==> config.mk <==
export PLATFORM = sky130hd
export DESIGN_NAME = phase_sequencer_flat
export DESIGN_NICKNAME = d
export VERILOG_FILES = /design/src/rtl/phase_seq_pkg.sv /design/src/rtl/phase_sequencer_if.sv /design/src/rtl/phase_wait_timer.sv /design/src/rtl/phase_sequencer.sv /design/src/flat_wrapper.sv
export SDC_FILE = /design/constraint.sdc
export NUM_CORES = 1
export LEC_CHECK = 0
export CORE_MARGIN = 4
export CORE_UTILIZATION = 35
export CTS_CLUSTER_SIZE = 20
export DETAILED_ROUTE_END_ITERATION = 6
export GPL_TIMING_DRIVEN = 0
export PLACE_DENSITY = 0.61
export SLEW_MARGIN = 20
export SYNTH_ARGS = -nofsm -noshare
export SYNTH_HDL_FRONTEND = slang
export SYNTH_HIERARCHICAL = 1
export SYNTH_SLANG_ARGS = --single-unit
==> constraint.sdc <==
create_clock -name clk -period 2.1 [get_ports clk]
set_clock_uncertainty 0.05 [all_clocks]
set_input_delay 0.315 -clock clk [delete_from_list [all_inputs] [get_ports clk]]
set_output_delay 0.315 -clock clk [all_outputs]
set_load 0.01 [all_outputs]
==> src/rtl/phase_seq_pkg.sv <==
// Shared types and helpers for the phase sequencer: state encoding, default
// wait-timer sizing and phase-index to one-hot conversion.
package phase_seq_pkg;

    typedef enum logic [1:0] {
        IDLE   = 2'd0,
        RUN    = 2'd1,
        HALTED = 2'd2
    } seq_state_e;

    localparam int unsigned DEF_WAIT_W     = 4;
    localparam int unsigned DEF_WAIT_LIMIT = 15;
    localparam int unsigned MAX_PHASES     = 32;

    // Callers truncate the result to their own phase count.
    function automatic logic [MAX_PHASES-1:0] idx_to_onehot(input int unsigned idx);
        return MAX_PHASES'(1) << idx;
    endfunction

endpackage

==> src/rtl/phase_sequencer_if.sv <==
// Control-unit <-> sequencer signal bundle. retire_cnt exists only when
// PHASE_SEQ_RETIRE_CNT_EN is defined.
interface phase_sequencer_if #(
    parameter int unsigned NUM_PHASES = 3,
    parameter int unsigned WAIT_W     = phase_seq_pkg::DEF_WAIT_W
);
    logic [NUM_PHASES-1:0] phase_ready;
    logic                  halt_req;
    logic                  go;
    logic                  step_mode;
    logic [NUM_PHASES-1:0] phase;
    logic                  phase_first;
    logic                  halted;
    logic                  timeout_err;
    logic [WAIT_W-1:0]     wait_cnt;
`ifdef PHASE_SEQ_RETIRE_CNT_EN
    logic [31:0]           retire_cnt;
`endif

    // Control unit side
    modport master (
        output phase_ready, halt_req, go, step_mode,
`ifdef PHASE_SEQ_RETIRE_CNT_EN
        input  retire_cnt,
`endif
        input  phase, phase_first, halted, timeout_err, wait_cnt
    );

    // Sequencer side
    modport slave (
        input  phase_ready, halt_req, go, step_mode,
`ifdef PHASE_SEQ_RETIRE_CNT_EN
        output retire_cnt,
`endif
        output phase, phase_first, halted, timeout_err, wait_cnt
    );

endinterface

==> src/rtl/phase_wait_timer.sv <==
// Wait-state counter for the active phase: clears on phase change, saturates
// at all-ones and flags the last allowed wait cycle (WAIT_LIMIT=0 disables).
module phase_wait_timer #(
    parameter int unsigned WAIT_W     = phase_seq_pkg::DEF_WAIT_W,
    parameter int unsigned WAIT_LIMIT = phase_seq_pkg::DEF_WAIT_LIMIT
) (
    input  logic              clk,
    input  logic              reset,
    input  logic              en,
    input  logic              clear,
    input  logic              inc,
    output logic [WAIT_W-1:0] wait_cnt,
    output logic              limit_hit_c
);

    localparam logic [WAIT_W-1:0] LIMIT_M1 =
        (WAIT_LIMIT == 0) ? '0 : WAIT_W'(WAIT_LIMIT - 1);

    always_ff @(posedge clk or negedge reset) begin
        if (!reset) begin
            wait_cnt <= '0;
        end else if (en) begin
            if (clear) begin
                wait_cnt <= '0;
            end else if (inc && (wait_cnt != '1)) begin
                wait_cnt <= wait_cnt + WAIT_W'(1);
            end
        end
    end

    assign limit_hit_c = (WAIT_LIMIT != 0) && (wait_cnt == LIMIT_M1);

endmodule

==> src/rtl/phase_sequencer.sv <==
// NUM_PHASES one-hot instruction-cycle sequencer with wait states, halt/step
// and wait timeout. Optional retire counter: PHASE_SEQ_RETIRE_CNT_EN.
module phase_sequencer
    import phase_seq_pkg::*;
#(
    parameter int unsigned NUM_PHASES = 3,
    parameter int unsigned WAIT_W     = DEF_WAIT_W,
    parameter int unsigned WAIT_LIMIT = DEF_WAIT_LIMIT
) (
    input  logic             clk,
    input  logic             reset,
    input  logic             en,
    phase_sequencer_if.slave bus
);

    localparam int unsigned      IDX_W    = $clog2(NUM_PHASES);
    localparam logic [IDX_W-1:0] LAST_IDX = IDX_W'(NUM_PHASES - 1);

    seq_state_e            state_q, state_d;
    logic [IDX_W-1:0]      idx_q, idx_d;
    logic [NUM_PHASES-1:0] phase_q, phase_d;
    logic                  first_q, first_d;
    logic                  halted_q, halted_d;
    logic                  terr_q, terr_d;
    logic                  clr_c, inc_c, limit_hit_c, ready_c;
    logic [WAIT_W-1:0]     wait_cnt;

    assign ready_c = bus.phase_ready[idx_q];

    phase_wait_timer #(
        .WAIT_W     (WAIT_W),
        .WAIT_LIMIT (WAIT_LIMIT)
    ) u_wait_timer (
        .clk         (clk),
        .reset       (reset),
        .en          (en),
        .clear       (clr_c),
        .inc         (inc_c),
        .wait_cnt    (wait_cnt),
        .limit_hit_c (limit_hit_c)
    );

    // Next-state and next-output decode
    always_comb begin
        state_d  = state_q;
        idx_d    = idx_q;
        first_d  = first_q;
        halted_d = halted_q;
        terr_d   = terr_q;
        clr_c    = 1'b0;
        inc_c    = 1'b0;
        case (state_q)
            IDLE: begin
                state_d = RUN;
                idx_d   = '0;
                first_d = 1'b1;
                clr_c   = 1'b1;
            end
            RUN: begin
                if (ready_c) begin
                    clr_c   = 1'b1;
                    first_d = 1'b1;
                    if (idx_q != LAST_IDX) begin
                        idx_d = idx_q + IDX_W'(1);
                    end else begin
                        idx_d = '0;
                        if (bus.halt_req || bus.step_mode) begin
                            state_d  = HALTED;
                            halted_d = 1'b1;
                            first_d  = 1'b0;
                        end
                    end
                end else if (limit_hit_c) begin
                    // Stuck phase: abort the instruction and lock out go
                    state_d  = HALTED;
                    halted_d = 1'b1;
                    terr_d   = 1'b1;
                    first_d  = 1'b0;
                    idx_d    = '0;
                    clr_c    = 1'b1;
                end else begin
                    first_d = 1'b0;
                    inc_c   = 1'b1;
                end
            end
            HALTED: begin
                first_d = 1'b0;
                if (bus.go && !terr_q) begin
                    state_d  = RUN;
                    idx_d    = '0;
                    first_d  = 1'b1;
                    halted_d = 1'b0;
                    clr_c    = 1'b1;
                end
            end
            default: begin
                state_d  = IDLE;
                idx_d    = '0;
                first_d  = 1'b0;
                halted_d = 1'b0;
            end
        endcase
        phase_d = (state_d == RUN) ? NUM_PHASES'(idx_to_onehot(32'(idx_d))) : '0;
    end

    always_ff @(posedge clk or negedge reset) begin
        if (!reset) begin
            state_q  <= IDLE;
            idx_q    <= '0;
            phase_q  <= '0;
            first_q  <= 1'b0;
            halted_q <= 1'b0;
            terr_q   <= 1'b0;
        end else if (en) begin
            state_q  <= state_d;
            idx_q    <= idx_d;
            phase_q  <= phase_d;
            first_q  <= first_d;
            halted_q <= halted_d;
            terr_q   <= terr_d;
        end
    end

    assign bus.phase       = phase_q;
    assign bus.phase_first = first_q;
    assign bus.halted      = halted_q;
    assign bus.timeout_err = terr_q;
    assign bus.wait_cnt    = wait_cnt;

`ifdef PHASE_SEQ_RETIRE_CNT_EN
    logic        boundary_c;
    logic [31:0] retire_q;

    // Only a completed last phase retires; timeout exits never do
    assign boundary_c = (state_q == RUN) && ready_c && (idx_q == LAST_IDX);

    always_ff @(posedge clk or negedge reset) begin
        if (!reset) begin
            retire_q <= '0;
        end else if (en && boundary_c) begin
            retire_q <= retire_q + 32'd1;
        end
    end

    assign bus.retire_cnt = retire_q;
`endif

endmodule

==> src/flat_wrapper.sv <==
// flat-port wrapper written by rule: the top's interface ports become plain ports
module phase_sequencer_flat import phase_seq_pkg::*;
#(
    parameter int unsigned NUM_PHASES = 3,
    parameter int unsigned WAIT_W     = DEF_WAIT_W,
    parameter int unsigned WAIT_LIMIT = DEF_WAIT_LIMIT
)
  (clk, reset, en, bus_phase_ready, bus_halt_req, bus_go, bus_step_mode, bus_phase, bus_phase_first, bus_halted, bus_timeout_err, bus_wait_cnt);
  phase_sequencer_if #(.NUM_PHASES(NUM_PHASES), .WAIT_W(WAIT_W)) bus_i ();
  input  logic clk;
  input  logic reset;
  input  logic en;
  input wire logic [$bits(bus_i.phase_ready)-1:0] bus_phase_ready;
  input wire logic [$bits(bus_i.halt_req)-1:0] bus_halt_req;
  input wire logic [$bits(bus_i.go)-1:0] bus_go;
  input wire logic [$bits(bus_i.step_mode)-1:0] bus_step_mode;
  output wire logic [$bits(bus_i.phase)-1:0] bus_phase;
  output wire logic [$bits(bus_i.phase_first)-1:0] bus_phase_first;
  output wire logic [$bits(bus_i.halted)-1:0] bus_halted;
  output wire logic [$bits(bus_i.timeout_err)-1:0] bus_timeout_err;
  output wire logic [$bits(bus_i.wait_cnt)-1:0] bus_wait_cnt;
  assign bus_i.phase_ready = bus_phase_ready;
  assign bus_i.halt_req = bus_halt_req;
  assign bus_i.go = bus_go;
  assign bus_i.step_mode = bus_step_mode;
  assign bus_phase = bus_i.phase;
  assign bus_phase_first = bus_i.phase_first;
  assign bus_halted = bus_i.halted;
  assign bus_timeout_err = bus_i.timeout_err;
  assign bus_wait_cnt = bus_i.wait_cnt;
  phase_sequencer #(.NUM_PHASES(NUM_PHASES), .WAIT_W(WAIT_W), .WAIT_LIMIT(WAIT_LIMIT)) u_core (.clk(clk), .reset(reset), .en(en), .bus(bus_i));
endmodule
== Word-level counts from Yosys, hierarchy flattened ==
Index checks and enable logic that the tools add are counted.
Word-level totals
  register bits after elaboration: 14
  bits in latches: 0
  RAM bits: 0
  bits in read-only memories: 0
  input port bits: 9
  output and inout port bits: 10
  logic and storage cells: 65
  memories: 0
Cells by class
  add/sub/neg operators: 2
  multiply operators: 0
  divide/modulo/power cells: 0
  order comparisons: 1
  equal/unequal tests: 10
  shift-type cells: 1
  multiplexer cells: 33
  bitwise gates (word level): 2
  reduce and logical (&&, ||, !) cells: 9
Operator list (number)
  2-to-1 mux 2 bit: 9
  2-to-1 mux 1 bit: 15
  case mux 1 bit (3 select lines): 3
  2-to-1 mux 4 bit: 2
  != test 3 bit (second input constant): 2
  case mux 2 bit (3 select lines): 1
  AND reduction 6 bit: 1
  adder 4 x 1 -> 4 bit (second input constant): 1
  == test 2 x 1 -> 1 bit (second input constant): 2
  == test 4 bit (second input constant): 1
  != test 4 bit (second input constant): 1
  case mux 2 bit (2 select lines): 1
  AND reduction 4 bit: 1
  less-than comparator 2 x 3 -> 1 bit (second input constant): 1
  2-to-1 mux 3 bit: 1
  != test 3 x 1 -> 1 bit (second input constant): 1
  << shifter 1 x 2 -> 3 bit (first input constant): 1
  adder 2 x 1 -> 2 bit (second input constant): 1
  binary-select mux 1 bit (select 2 bit): 1
  == test 2 bit (second input constant): 1
  logical AND 1 bit: 2
  logical NOT 2 bit: 1
  != test 2 x 1 -> 1 bit (second input constant): 1
  != test 2 bit (second input constant): 1
  other kinds (5): 6

== Longest topological paths before layout ==
  word-level depth: 7
  mapped depth: 9
  gate-level depth less buffers: 9

== Modules after synthesis ==
Netlist, hierarchy kept.
Modules (own cells, without submodules)
  phase_sequencer: times used 1, cells each 78, area an instance 704.4 µm², sequential area each 250.2 µm²
  phase_wait_timer: times used 1, cells each 28, area an instance 285.3 µm², sequential area each 100.1 µm²

== Worst setup path before layout ==
Ideal clock, no wire load.
  path kind: register to register
  start point: reg u_core.u_wait_timer.wait_cnt[0]
  end point: reg u_core.phase_q[1] (netlist: u_core/bus.phase[1])
  setup time: 0.101 ns
  data arrival time: 1.814 ns
  data required time: 1.949 ns
  slack: 0.135 ns
  stages on the path, launching flop included: 9
  buffers on the path: 0
  period minus slack after synthesis: 1.965 ns
  path through: dfrtp_1 > inv_1 > ha_1 > and3_2 > inv_1 > o2111ai_1 > a221oi_1 > inv_1 > o32ai_1
Between the ends
  cells in the longest elaborated chain, start to end: 6
  elaborated cells between the ends (all ways): 10
  those cells by class: eq/ne: 2; shift: 1; mux: 7
RTL lines
  from (decl): RTL line phase_wait_timer.sv:12  | output logic [WAIT_W-1:0] wait_cnt,
  from (signal assigned): RTL line phase_wait_timer.sv:26  | wait_cnt <= wait_cnt + WAIT_W'(1);
  == test 4 bit (*): RTL line phase_wait_timer.sv:31  | assign limit_hit_c = (WAIT_LIMIT != 0) && (wait_cnt == LIMIT_M1);
  named net u_core.limit_hit_c: RTL line phase_sequencer.sv:25  | logic clr_c, inc_c, limit_hit_c, ready_c;
  2-to-1 mux 2 bit: RTL line phase_sequencer.sv:73  | end else if (limit_hit_c) begin
  2-to-1 mux 2 bit: RTL line phase_sequencer.sv:60  | if (ready_c) begin
  case mux 2 bit (3 select lines) / case mux 2 bit (2 select lines) (equally long branches): RTL line phase_sequencer.sv:52  | case (state_q)
  == test 2 x 1 -> 1 bit / << shifter 1 x 2 -> 3 bit (equally long branches): RTL line phase_sequencer.sv:103, phase_seq_pkg.sv:17
  2-to-1 mux 3 bit (*): RTL line phase_sequencer.sv:103  | phase_d = (state_d == RUN) ? NUM_PHASES'(idx_to_onehot(32'(idx_d))) : '0;
  to (signal assigned): RTL line phase_sequencer.sv:117  | phase_q <= phase_d;
  to (decl): RTL line phase_sequencer.sv:21  | logic [NUM_PHASES-1:0] phase_q, phase_d;
The timed path passes the listed nets; every way through them passes the cells marked *.
A chain may end at the register's enable or synchronous reset.

== Worst setup path after layout ==
  start point: reg u_core.state_q[1]
  end point: reg u_core.phase_q[1] (netlist: u_core/bus.phase[1])
Between the ends
  cells in the longest elaborated chain, start to end: 6
  elaborated cells between the ends (all ways): 13
  those cells by class: eq/ne: 3; shift: 1; mux: 8; reduce/logical: 1
RTL lines
  from (decl): RTL line phase_sequencer.sv:19  | seq_state_e state_q, state_d;
  from (signal assigned): RTL line phase_sequencer.sv:115  | state_q <= state_d;
  2-to-1 mux 2 bit: RTL line phase_sequencer.sv:67  | if (bus.halt_req || bus.step_mode) begin
  2-to-1 mux 2 bit: RTL line phase_sequencer.sv:63  | if (idx_q != LAST_IDX) begin
  2-to-1 mux 2 bit: RTL line phase_sequencer.sv:60
  case mux 2 bit (3 select lines): RTL line phase_sequencer.sv:52
  == test 2 x 1 -> 1 bit: RTL line phase_sequencer.sv:103
  2-to-1 mux 3 bit (*): RTL line phase_sequencer.sv:103
Mark *: on every way between the ends. The rest lies on a longest branch, timed or not.

==> impl_metrics.toml <==
[clocking]
cts_buffers = 3
tritoncts = "built"
clk_path_buf_depth = 2
clk_pin_slew_ps = 90
cts_hold_buf = 0
clockRootBuffer = "clkbuf_4"
htreeDepth = 1
cts_sinks = 14
clk_latency_ps = 270

[yosys]
synth_common_cells = "16 x inv_1, 14 x dfrtp_1, 9 x nor2_1"
synth_seq_cells = 14
yosysWarnings = 6
netlist.area_leader.share_pct = 35.4
synth_enable_flop_cells = 0
ys_top_cells_by_area = "dfrtp_1 35%, ha_1 7.6%, inv_1 6.1%, a21oi_1 4.0%, nor2_1 3.4%"
synth_ff_type = "dfrtp_1"
syn-num-nets = 121
netlist_area_um2 = 990
syn_avg_cell_area_um2 = 9.34
synthCells = 106
ys_types = 40
synth.largest_area_cell = "dfrtp_1"
synth.most_common_cell = "inv_1"
async_reset_ff_share_pct = 100
ys_seq_area_share_pct = 35.4

[timing]
finalSetupViolCount = 0
maxSlewViolCount = 0
fin_crit_ps = 2070
fmax_mhz = 484
rsz0062_at_grt = "yes"
finalCritPeriodShare_pct = 98.5
hold_viol = 0
max_slew_margin_pct = 56.9
worstMarginPinSlew_ps = 645

[pwr]
switching_share_pct = 44.1
ir_worst_vdd_mv = 0.706
p_sw_mw = 0.799
leakage_nw = 0.529
pwr-share-seq_pct = 25.3
pwr-share-comb_pct = 63.9
internal_power_mw = 1.01
p_clk_share_pct = 10.8
p_per_area_nw_per_um2 = 1370

[die]
die_h_um = 61.2
die_width_um = 61.2
dieArea_um2 = 3740
io_pins = 19
core_area_um2 = 2730
num_rows = 19
initial_utilization_pct = 36.2

[final_layout]
multi_input_area_um2 = 613
utilization_pct = 48.4
drive_gt1_share_pct = 27.5
register_area_um2 = 354
num_antenna_cells = 0
layout.nets = 147
fill_cells = 253
synthToLayoutAreaGrowth_pct = 33.8
final_cell_area_um2 = 1320

[detailed_routing]
vias_per_cell = 5.54
drtIter0Drc = 21
drc_errors = 0
wirelength_um = 2390
post_drt_wl_per_cell_um = 14.7
vias = 898
antenna_left = 0
dr.pass1.iters = 4

[grt]
grt_first_pass_wirelength_um = 3840
grt_pass1_vias = 869
grt_use_total_pct = 13.7
grt_max_degree = 15
antenna_found_initial = 0
overflow = 0

[worst_setup_path]
cp-end-kind = "flip-flop"
arrival_ps = 2200
crit_type = "reg2reg"
cp.required_ps = 2230
reg2reg_slack_ps = 30
worstPathMaxFanout = 5
startpoint_type = "flip-flop"

[worst_hold_path]
min_path_type = "in2async"

[placement]
routabilityCongestion = 0.842
detailed_place_hpwl_um = 1730
portBuffers = 18
dpl_cell_area_um2 = 1210

[job]
maxCapViolations = 0

[status]
outcome = "finished, final reports clean"
-- path summary, 6_finish.rpt --
path / startpoint / endpoint / depth (start not counted)
worst max register to register: u_core/state_q[1] / u_core/bus.phase[1] / 7
worst max-delay path: u_core/state_q[1] / u_core/bus.phase[1] / 7
max in group asynchronous: reset / u_core/state_q[1] / 1
worst min-delay path: reset / u_core/idx_q[1] / 1
worst min register to register: u_core/bus.phase_first / u_core/bus.phase_first / 1
min in group clk: u_core/bus.phase_first / u_core/bus.phase_first / 1
-- registers in the layout, indices dropped and copies added (netlist names) --
register,flops
u_core/bus.phase_first,1
u_core/bus.phase,3
u_core/bus.halted,1
u_core/state_q,2
u_core/idx_q,2
u_core/u_wait_timer/wait_cnt,4
u_core/bus.timeout_err,1
-- area by class of cell --
type | count | area share [%]
plain buffers | 2 | 1.13
clock buffers | 4 | 2.74
inverters | 17 | 4.82
multi-input cells | 73 | 46.3
flip-flops and latches | 14 | 26.7
well taps | 31 | 2.93
repair buffers | 21 | 15.3
-- cells in the final DEF (no fill, tap or decap), types with 2 or more instances in the layout --
cell	synthesis	layout
o21ai_1	2	2
ha_1	6	3
a211oi_1	2	2
o22ai_1	2	2
o311ai_2	2	2
dfrtp_1	14	11
nor2_1	9	9
clkdlybuf4s50_1	0	18
inv_2	1	3
ha_2	0	2
nand4_1	2	2
dfrtp_2	0	3
mux2_2	2	2
o32ai_2	0	2
inv_1	16	14
nand3_1	2	2
clkbuf_4	0	3
a31oi_1	4	3
a21oi_2	1	3
nand2b_1	3	3
buf_4	0	3
nand2_1	5	5
a21oi_1	8	6
-- worst max-delay path: stages (launching register included) --
cell and delay [ps]:
dfrtp_2 460, inv_1 130, ha_2 230, nor2_1 60
a21oi_2 200, nand2_1 90, a2111o_1 440, o32ai_1 310
-- through the flow --
| stage | TNS, ps | std cells | hold slack [ps] | setup slack, ps | total power [mW] |
|---|---|---|---|---|---|
| 4_1_cts | 0 | 160 | 406 | 22.0 | 1.69 |
| 2_1_floorplan | 0 | 106 | -30.6 | 135 | 1.16 |
| 6_report | 0 | 162 | 376 | 32.0 | 1.81 |
| 5_1_grt | -14.0 | 162 | 430 | -14.0 | 1.94 |
| 3_5_place_dp | -820 | 155 | 443 | -163 | 1.45 |
| 3_3_place_gp | -654 | 155 | 434 | -145 | 1.43 |
-- cells by family (layout without fill, tap and decap cells) --
group / Yosys count / count (layout) / share of synthesized area, %
AOI/OAI and AO/OA: 35 / 35 / 28.4
DFF: 14 / 14 / 35.4
muxes: 3 / 3 / 4.55
adders and majority gates: 6 / 6 / 7.59
buffers and inverters: 19 / 44 / 7.96
and+or+nand+nor: 29 / 29 / 16.1
-- metal layers --
metal	routed length [um]	global-route usage, %	up-vias
met5	0	0	-
met4	14	4.64	0
met3	127	2.94	2
met2	1140	22.4	33
met1	1100	17.9	424
li1	-	-	439
-- repair_timing --
item	4_1_cts	5_1_grt
buffers inserted	1	2
pin swaps	0	2
resized for setup	3	12
setup endpoints to repair	3	6
-- power groups by stage --
stage / Combinational (mW) / Sequential [mW] / Clock, mW
floorplan: 0.685 / 0.475 / 0
finish: 1.16 / 0.457 / 0.196
global route: 1.26 / 0.473 / 0.215
global placement: 0.976 / 0.459 / 0
detailed placement: 0.988 / 0.462 / 0
CTS: 1.04 / 0.451 / 0.203
No activity file was read; power rests on OpenSTA's default activity.
